--- src/rtl/crc_stream_engine.sv ---
// Streaming CRC engine: accepts words on valid/ready, folds BPC bits per cycle MSB-first,
// and emits the finalised CRC plus a residue-match flag when the frame's last word completes.
module crc_stream_engine #(
  parameter int              CRC_W   = 8,
  parameter logic [CRC_W-1:0] POLY    = CRC_W'('h07),
  parameter logic [CRC_W-1:0] INIT    = '0,
  parameter logic [CRC_W-1:0] XOR_OUT = '0,
  parameter logic [CRC_W-1:0] RESIDUE = '0,
  parameter int              DATA_W  = 8,
  parameter int              BPC     = 1
) (
  input  logic              clk,
  input  logic              rst,
  input  logic              clr,
  input  logic              in_valid,
  output logic              in_ready,
  input  logic [DATA_W-1:0] in_data,
  input  logic              in_last,
  output logic [CRC_W-1:0]  crc_out,
  output logic              crc_valid,
  output logic              match,
  output logic              busy
);

  localparam int K     = DATA_W / BPC;
  localparam int CNT_W = (K > 1) ? $clog2(K) : 1;

  generate
    if (CRC_W < 2 || CRC_W > 32 || BPC < 1 || (DATA_W % BPC) != 0) begin : g_param_check
      $fatal(1, "crc_stream_engine: CRC_W must be 2..32 and BPC must divide DATA_W");
    end
  endgenerate

  typedef enum logic [1:0] {IDLE, SHIFT, DONE} state_t;

  state_t             state_reg, state_next;
  logic [CRC_W-1:0]   crc_reg, crc_next, crc_fold;
  logic [DATA_W-1:0]  data_reg, data_next;
  logic               last_reg, last_next;
  logic [CNT_W-1:0]   cnt_reg, cnt_next;
  logic               partial_reg, partial_next;
  logic [CRC_W-1:0]   crc_out_reg, crc_out_next;
  logic               match_reg, match_next;
  logic               valid_reg, valid_next;
  logic               fold_bit;

  // Fold the top BPC data bits into the register, one polynomial step per bit.
  always_comb begin
    crc_fold = crc_reg;
    fold_bit = 1'b0;
    for (int b = 0; b < BPC; b++) begin
      fold_bit = crc_fold[CRC_W-1] ^ data_reg[DATA_W-1-b];
      crc_fold = {crc_fold[CRC_W-2:0], 1'b0} ^ (fold_bit ? POLY : '0);
    end
  end

  always_comb begin
    state_next   = state_reg;
    crc_next     = crc_reg;
    data_next    = data_reg;
    last_next    = last_reg;
    cnt_next     = cnt_reg;
    partial_next = partial_reg;
    crc_out_next = crc_out_reg;
    match_next   = match_reg;
    valid_next   = 1'b0;
    if (clr) begin
      // Abort wins over any handshake or finalisation in this cycle.
      state_next   = IDLE;
      crc_next     = INIT;
      partial_next = 1'b0;
      cnt_next     = '0;
    end else begin
      case (state_reg)
        IDLE: begin
          if (in_valid) begin
            data_next    = in_data;
            last_next    = in_last;
            cnt_next     = '0;
            partial_next = 1'b1;
            state_next   = SHIFT;
          end
        end
        SHIFT: begin
          crc_next  = crc_fold;
          data_next = data_reg << BPC;
          cnt_next  = cnt_reg + 1'b1;
          if (cnt_reg == CNT_W'(K - 1)) begin
            state_next = last_reg ? DONE : IDLE;
          end
        end
        DONE: begin
          crc_out_next = crc_reg ^ XOR_OUT;
          match_next   = (crc_reg == RESIDUE);
          valid_next   = 1'b1;
          crc_next     = INIT;
          partial_next = 1'b0;
          state_next   = IDLE;
        end
        default: state_next = IDLE;
      endcase
    end
  end

  always_ff @(posedge clk) begin
    if (rst) begin
      state_reg   <= IDLE;
      crc_reg     <= INIT;
      data_reg    <= '0;
      last_reg    <= 1'b0;
      cnt_reg     <= '0;
      partial_reg <= 1'b0;
      crc_out_reg <= '0;
      match_reg   <= 1'b0;
      valid_reg   <= 1'b0;
    end else begin
      state_reg   <= state_next;
      crc_reg     <= crc_next;
      data_reg    <= data_next;
      last_reg    <= last_next;
      cnt_reg     <= cnt_next;
      partial_reg <= partial_next;
      crc_out_reg <= crc_out_next;
      match_reg   <= match_next;
      valid_reg   <= valid_next;
    end
  end

  assign in_ready  = (state_reg == IDLE);
  assign crc_out   = crc_out_reg;
  assign crc_valid = valid_reg;
  assign match     = match_reg;
  assign busy      = (state_reg != IDLE) || partial_reg;

endmodule

--- config.mk ---
export PLATFORM = sky130hd
export DESIGN_NAME = crc_stream_engine
export DESIGN_NICKNAME = d
export VERILOG_FILES = /design/src/rtl/crc_stream_engine.sv
export SDC_FILE = /design/constraint.sdc
export NUM_CORES = 1
export LEC_CHECK = 0
export BUFFER_PORTS_ARGS = -buffer_cell sky130_fd_sc_hd__clkbuf_2
export CAP_MARGIN = 25
export CORE_MARGIN = 4
export CORE_UTILIZATION = 50
export CTS_CLUSTER_SIZE = 24
export DETAILED_ROUTE_END_ITERATION = 8
export GPL_ROUTABILITY_DRIVEN = 0
export PLACE_DENSITY = 0.75
export SKIP_CTS_REPAIR_TIMING = 1
export SLEW_MARGIN = 20
export SYNTH_ARGS = -nofsm -noshare
export SYNTH_HDL_FRONTEND = slang
export SYNTH_SLANG_ARGS = --single-unit
--- constraint.sdc ---
create_clock -name clk -period 1.3 [get_ports clk]
set_clock_uncertainty 0.1 [all_clocks]
set_input_delay 0.26 -clock clk [delete_from_list [all_inputs] [get_ports clk]]
set_output_delay 0.26 -clock clk [all_outputs]
set_load 0.01 [all_outputs]
* After elaboration in Yosys (flattened, before gate mapping)
Index checks and enable logic that the tools add are counted.
** Cells by class
- Bitwise logic cells :: 3
- Reduce and logical (&&, ||, !) cells :: 14
- Mux-type cells :: 13
- Add/subtract/negate cells :: 1
- Equal/unequal tests :: 5
** Operators by type and width (count)
- one-hot mux 8 bit (2 select lines) :: 2
- logical NOT 8 bit :: 1
- 2-to-1 mux 8 bit :: 1
- AND reduction 2 bit :: 4
- nonzero test 2 bit :: 4
- XOR 8 x 3 -> 8 bit :: 1
- 2-to-1 mux 2 bit :: 3
- 2-to-1 mux 3 bit :: 2
- one-hot mux 3 bit (2 select lines) :: 1
- AND reduction 3 bit :: 2
- != test 2 bit (second input constant) :: 2
- one-hot mux 2 bit (2 select lines) :: 1
- adder 3 x 1 -> 3 bit (second input constant) :: 1
- == test 3 bit (second input constant) :: 1
- == test 2 x 1 -> 1 bit (second input constant) :: 1
- == test 2 bit (second input constant) :: 1
- logical NOT 2 bit :: 1
- 2-to-1 mux 1 bit :: 2
- one-hot mux 1 bit (2 select lines) :: 1
- OR reduction 2 bit :: 1
- logical OR 1 bit :: 1
- NOT 1 bit :: 1
- XOR 1 bit :: 1
** Storage, ports and cells
- Output and inout bits :: 12
- Register bits :: 33
- Input bits :: 13
- Word-level logic and storage cells :: 45

* Depth between registers and ports, before layout
- Depth after elaboration :: 4
- Gate-level depth with buffers :: 7
- Mapped depth without buffers :: 5

* Worst setup path before layout
No wires, ideal clock.
- Path kind :: reg-to-reg
- Start point :: reg state_reg[0]
- End point :: reg data_reg[1]
- Library setup time :: 0.131 ns
- Clock period less this slack :: 1.554 ns
- Setup slack :: -0.254 ns
- Buffers on the path :: 2
- Arrival :: 1.323 ns
- Cell stages (with the launch flop) :: 8
- Required time :: 1.069 ns
- Cell sequence :: dfxtp_1 -> inv_1 -> ha_1 -> buf_6 -> o21ba_2 -> buf_6 -> a21oi_1 -> a211oi_1
** Between the ends
- Longest elaborated chain between the ends :: 3
- Elaborated cells on any way between the ends :: 6
- Classes of those cells :: 2 x eq/ne; 1 x mux; 3 x reduce/logical
** Ends and longest elaborated chain
- start, declared :: RTL line 36 : state_t state_reg, state_next;
- start signal, assigned :: RTL line 117 : state_reg <= state_next;
- logical NOT 2 bit (*)
- named net in_ready :: RTL line 16 : output logic in_ready,
- != test 2 bit (no source line) / nonzero test 2 bit (equally long branches)
- AND reduction 3 bit (no source line)
- end signal, assigned :: RTL line 119 : data_reg <= data_next;
- end, declared :: RTL line 38 : logic [DATA_W-1:0] data_reg, data_next;
Mark *: on every way through the listed nets, which the timed path passes. The rest lies on a longest branch.
A chain may end at the register's enable or synchronous reset.

* Worst setup path after layout
- Start point :: reg state_reg[0]
- End point :: out busy
** Between the ends
- Longest elaborated chain between the ends :: 2
** Ends and longest elaborated chain
- nonzero test 2 bit :: RTL line 133 : assign busy = (state_reg != IDLE) || partial_reg;
- logical OR 1 bit :: RTL line 133
- end, declared :: RTL line 22 : output logic busy
Every way passes these cells.

==> impl_results.html <==
<table>
<tr><th>Metric</th><th>Value</th></tr>
<tr><th colspan="2">Detailed routing</th></tr>
<tr><td>Wire length reported by the detailed router</td><td>3690 um</td></tr>
<tr><td>Total iterations of the first detailed-routing run</td><td>4</td></tr>
<tr><td>Average wire per cell in the routed design</td><td>14.4 um</td></tr>
<tr><td>Iteration-0 DRC Markers</td><td>54</td></tr>
<tr><td>DR DRC count</td><td>0</td></tr>
<tr><td>Post-detailed-route count of antenna-violating nets</td><td>0</td></tr>
<tr><td>Routed vias</td><td>1386</td></tr>
<tr><td>Number of vias per cell after detailed routing</td><td>5.41</td></tr>
<tr><th colspan="2">Global routing</th></tr>
<tr><td>Maximum number of pins on one net before global-route repair</td><td>21</td></tr>
<tr><td>Global route total overflow</td><td>0</td></tr>
<tr><td>Antenna violations before repair</td><td>0</td></tr>
<tr><td>Wire length of the first global-routing pass</td><td>5860 um</td></tr>
<tr><td>Via count of the first global-routing pass</td><td>1343</td></tr>
<tr><td>GRT Util Overall</td><td>18.1%</td></tr>
<tr><th colspan="2">Timing</th></tr>
<tr><td>Slew at the pin closest to its max-slew limit</td><td>0.269 ns</td></tr>
<tr><td>Final Hold Fails</td><td>0</td></tr>
<tr><td>Total count of max-transition violations in the final report</td><td>0</td></tr>
<tr><td>RSZ-0062 raised after global routing</td><td>true</td></tr>
<tr><td>Crit path time final</td><td>1.58 ns</td></tr>
<tr><td>Worst hold margin</td><td>0.0666 ns</td></tr>
<tr><td>Final setup violating endpoints</td><td>25</td></tr>
<tr><td>Highest achievable clock rate</td><td>631 MHz</td></tr>
<tr><td>Worst slew margin</td><td>81.9%</td></tr>
<tr><td>Final Worst Setup Slack</td><td>-0.284 ns</td></tr>
<tr><td>Ratio of final minimum period to clock period</td><td>122%</td></tr>
<tr><th colspan="2">Power</th></tr>
<tr><td>Maximum vdd ir drop</td><td>0.769 mV</td></tr>
<tr><td>Power after layout</td><td>2.34 mW</td></tr>
<tr><td>Pleak</td><td>0.796 nW</td></tr>
<tr><td>Power per cell area</td><td>1100 mW/mm2</td></tr>
<tr><th colspan="2">Critical path</th></tr>
<tr><td>Crit path arrival time</td><td>1.22 ns</td></tr>
<tr><td>Critical path, cell by cell</td><td>inv_4, ha_4, buf_6, nand2b_1, buf_2</td></tr>
<tr><td>Largest delay contributor family on the critical path</td><td>flip-flops</td></tr>
<tr><td>Crit path max-delay cell type</td><td>dfxtp_4</td></tr>
<tr><td>Worst reg2reg path startpoint</td><td>state_reg[1]</td></tr>
<tr><td>Flop-to-flop setup slack</td><td>-0.19 ns</td></tr>
<tr><td>Endpoint of the worst-slack reg-to-reg timing path</td><td>data_reg[5]</td></tr>
<tr><td>Setup crit end</td><td>busy</td></tr>
<tr><td>Critical Path Stages</td><td>5</td></tr>
<tr><td>Critical path type</td><td>reg2out</td></tr>
<tr><td>Worst endpoint required time</td><td>0.94 ns</td></tr>
<tr><td>Endpoint type of the worst setup path</td><td>primary output</td></tr>
<tr><td>Nature of the critical path startpoint</td><td>flip-flop</td></tr>
<tr><td>Critical Path Source</td><td>state_reg[0]</td></tr>
<tr><td>Worst r2r path cells</td><td>6</td></tr>
<tr><td>Slowest Stage Delay on Critical Path</td><td>0.39 ns</td></tr>
<tr><td>Crit path max fanout</td><td>4</td></tr>
<tr><td>Number of buffer and inverter instances along the worst setup path</td><td>3</td></tr>
<tr><th colspan="2">Floorplanning</th></tr>
<tr><td>Area of the core</td><td>0.00303 mm2</td></tr>
<tr><td>Count of standard-cell rows</td><td>20</td></tr>
<tr><td>Chip Width</td><td>63.9 um</td></tr>
<tr><td>Vertical die dimension</td><td>63.9 um</td></tr>
<tr><td>DIE AREA</td><td>0.00409 mm2</td></tr>
<tr><td>Number of top-level design ports</td><td>25</td></tr>
<tr><td>Effective utilization at floorplan</td><td>51.7%</td></tr>
<tr><th colspan="2">Clock network</th></tr>
<tr><td>CTS tree</td><td>yes</td></tr>
<tr><td>Clock transition at the registers of the reported paths</td><td>0.10 ns</td></tr>
<tr><td>Number of sinks handled by clock tree synthesis</td><td>33</td></tr>
<tr><td>Number of buffers between clock root and the deepest sink</td><td>2</td></tr>
<tr><td>Count of H-tree levels built during CTS</td><td>2</td></tr>
<tr><td>Total clock buffers created by CTS</td><td>5</td></tr>
<tr><td>Clock insertion delay at the later pin of the skew report</td><td>0.34 ns</td></tr>
<tr><td>Root cell of the clock tree</td><td>clkbuf_4</td></tr>
<tr><th colspan="2">Synth</th></tr>
<tr><td>Post-synth top area cell</td><td>dfxtp_1</td></tr>
<tr><td>Number of warning messages in the yosys log</td><td>0</td></tr>
<tr><td>Cells after Synth</td><td>173</td></tr>
<tr><td>Proportion of netlist area held by the largest area contributor</td><td>42.2%</td></tr>
<tr><td>Sequential fraction of the synthesis area</td><td>42.2%</td></tr>
<tr><td>Seq cells post-synth</td><td>33</td></tr>
<tr><td>Total standard cell area after synthesis</td><td>0.00156 mm2</td></tr>
<tr><td>Most area-consuming cells after synthesis</td><td>dfxtp_1 42%, a21oi_1 8.0%, mux2i_1 6.4%, ha_1 5.6%, nand2_1 4.8%</td></tr>
<tr><td>Post-Syn Area per Cell</td><td>9.04 um2</td></tr>
<tr><td>Post-Synthesis Net Count</td><td>193</td></tr>
<tr><td>Number of distinct library cells after synthesis</td><td>33</td></tr>
<tr><th colspan="2">Layout</th></tr>
<tr><td>Most frequent cells in the layout</td><td>31 x dfxtp_1, 22 x clkbuf_2, 19 x nand2_1, 16 x a21oi_1</td></tr>
<tr><td>Fraction of final layout cells with drive strength greater than 1</td><td>42.5%</td></tr>
<tr><td>Diodes inserted</td><td>0</td></tr>
<tr><td>Net count of the finished layout</td><td>231</td></tr>
<tr><td>Most common cell after layout, fill and taps aside</td><td>dfxtp_1</td></tr>
<tr><td>Area growth from synthesis to layout</td><td>35.4%</td></tr>
<tr><th colspan="2">Placement</th></tr>
<tr><td>Detailed-placement wirelength estimate</td><td>2470 um</td></tr>
<tr><td>Count of buffers inserted at the top-level ports</td><td>24</td></tr>
<tr><th colspan="2">Worst hold path</th></tr>
<tr><td>Start point of the worst min-delay path</td><td>in_last</td></tr>
<tr><td>Classification of the worst-slack hold path</td><td>in2reg</td></tr>
<tr><th colspan="2">Run</th></tr>
<tr><td>Max capacitance violation total</td><td>0</td></tr>
<tr><th colspan="2">Run status</th></tr>
<tr><td>Violated checks</td><td>negative setup slack</td></tr>
<tr><td>Outcome</td><td>finished, violations left</td></tr>
</table>
where the power goes:
group | internal (mW) | switching (mW)
Sequential | 1.04 | 0.0220
Combinational | 0.155 | 0.156
Clock | 0.595 | 0.372
Total | 1.79 | 0.550
cells in the mapped netlist, drive strengths merged:
master / number
dfxtp: 33
a21oi: 26
nand2: 20
buf: 12
mux2i: 10
nand2b: 9
nand3: 9
a211oi: 7
ha: 7
nor2: 6
inv: 5
nand3b: 3
nor2b: 3
o21ai: 3
a31oi: 2
nor4: 2
o32ai: 2
or2: 2
xnor2: 2
a32oi: 1
and2b: 1
clkbuf: 1
nand4: 1
nand4b: 1
o211ai: 1
o21ba: 1
o21bai: 1
or2b: 1
xor2: 1
worst reg2reg max path: stages, from the launching register on:
cell      delay [ns]
dfxtp_2         0.36
inv_4           0.06
buf_4           0.13
ha_1            0.23
o21ba_4         0.29
a21oi_2         0.17
a211oi_2        0.04
final cells by class:
| type | instances | area (um2) |
|---|---|---|
| clock inverter | 3 | 65.1 |
| multi-input combinational | 123 | 946 |
| inverter | 5 | 28.8 |
| sequential | 33 | 666 |
| timing repair buffer | 43 | 320 |
| fill | 232 | 910 |
| clock buffer | 5 | 37.5 |
| tap | 44 | 55.1 |
layer usage:
layer | part of all wire (%) | global-route usage, % | vias to the layer above
met5 | 0 | 0 | -
met4 | 2.7 | 6.20 | 0
met3 | 4.5 | 5.62 | 11
met2 | 52 | 33.3 | 38
met1 | 40 | 19.1 | 656
li1 | - | - | 681
per-stage QoR:
| stage | setup slack, ns | setup TNS (ns) | cell area (um2) | utilization (%) | std cells |
|---|---|---|---|---|---|
| 2_1_floorplan | -0.0644 | -0.564 | 1610 | - | 173 |
| 3_3_place_gp | -0.0928 | -0.874 | 1810 | 59.6 | 241 |
| 3_5_place_dp | -0.223 | -2.86 | 1810 | 59.6 | 241 |
| 4_1_cts | -0.410 | -4.38 | 1910 | 63.0 | 249 |
| 5_1_grt | -0.338 | -4.58 | 2120 | 70.0 | 256 |
| 6_report | -0.284 | -2.67 | 2120 | 70.0 | 256 |
worst min path at each step:
stage / endpoint / slack (ns) / cells past startpoint
2_1_floorplan: last_reg / 0.30 / 2
3_3_place_gp: crc_out[5] / 0.34 / 2
3_5_place_dp: crc_out[4] / 0.35 / 2
4_1_cts: last_reg / 0.04 / 3
5_1_grt: last_reg / 0.08 / 3
6_report: last_reg / 0.07 / 3
logic make-up after synthesis:
| logic type | synth area share (%) |
|---|---|
| buf+inv | 7.60 |
| flops | 42.2 |
| fa+ha+maj | 5.60 |
| simple gates | 19.0 |
| compound gates | 17.0 |
| mux | 6.40 |
| xor+xnor | 2.16 |
No activity file was read; power rests on OpenSTA's default activity.
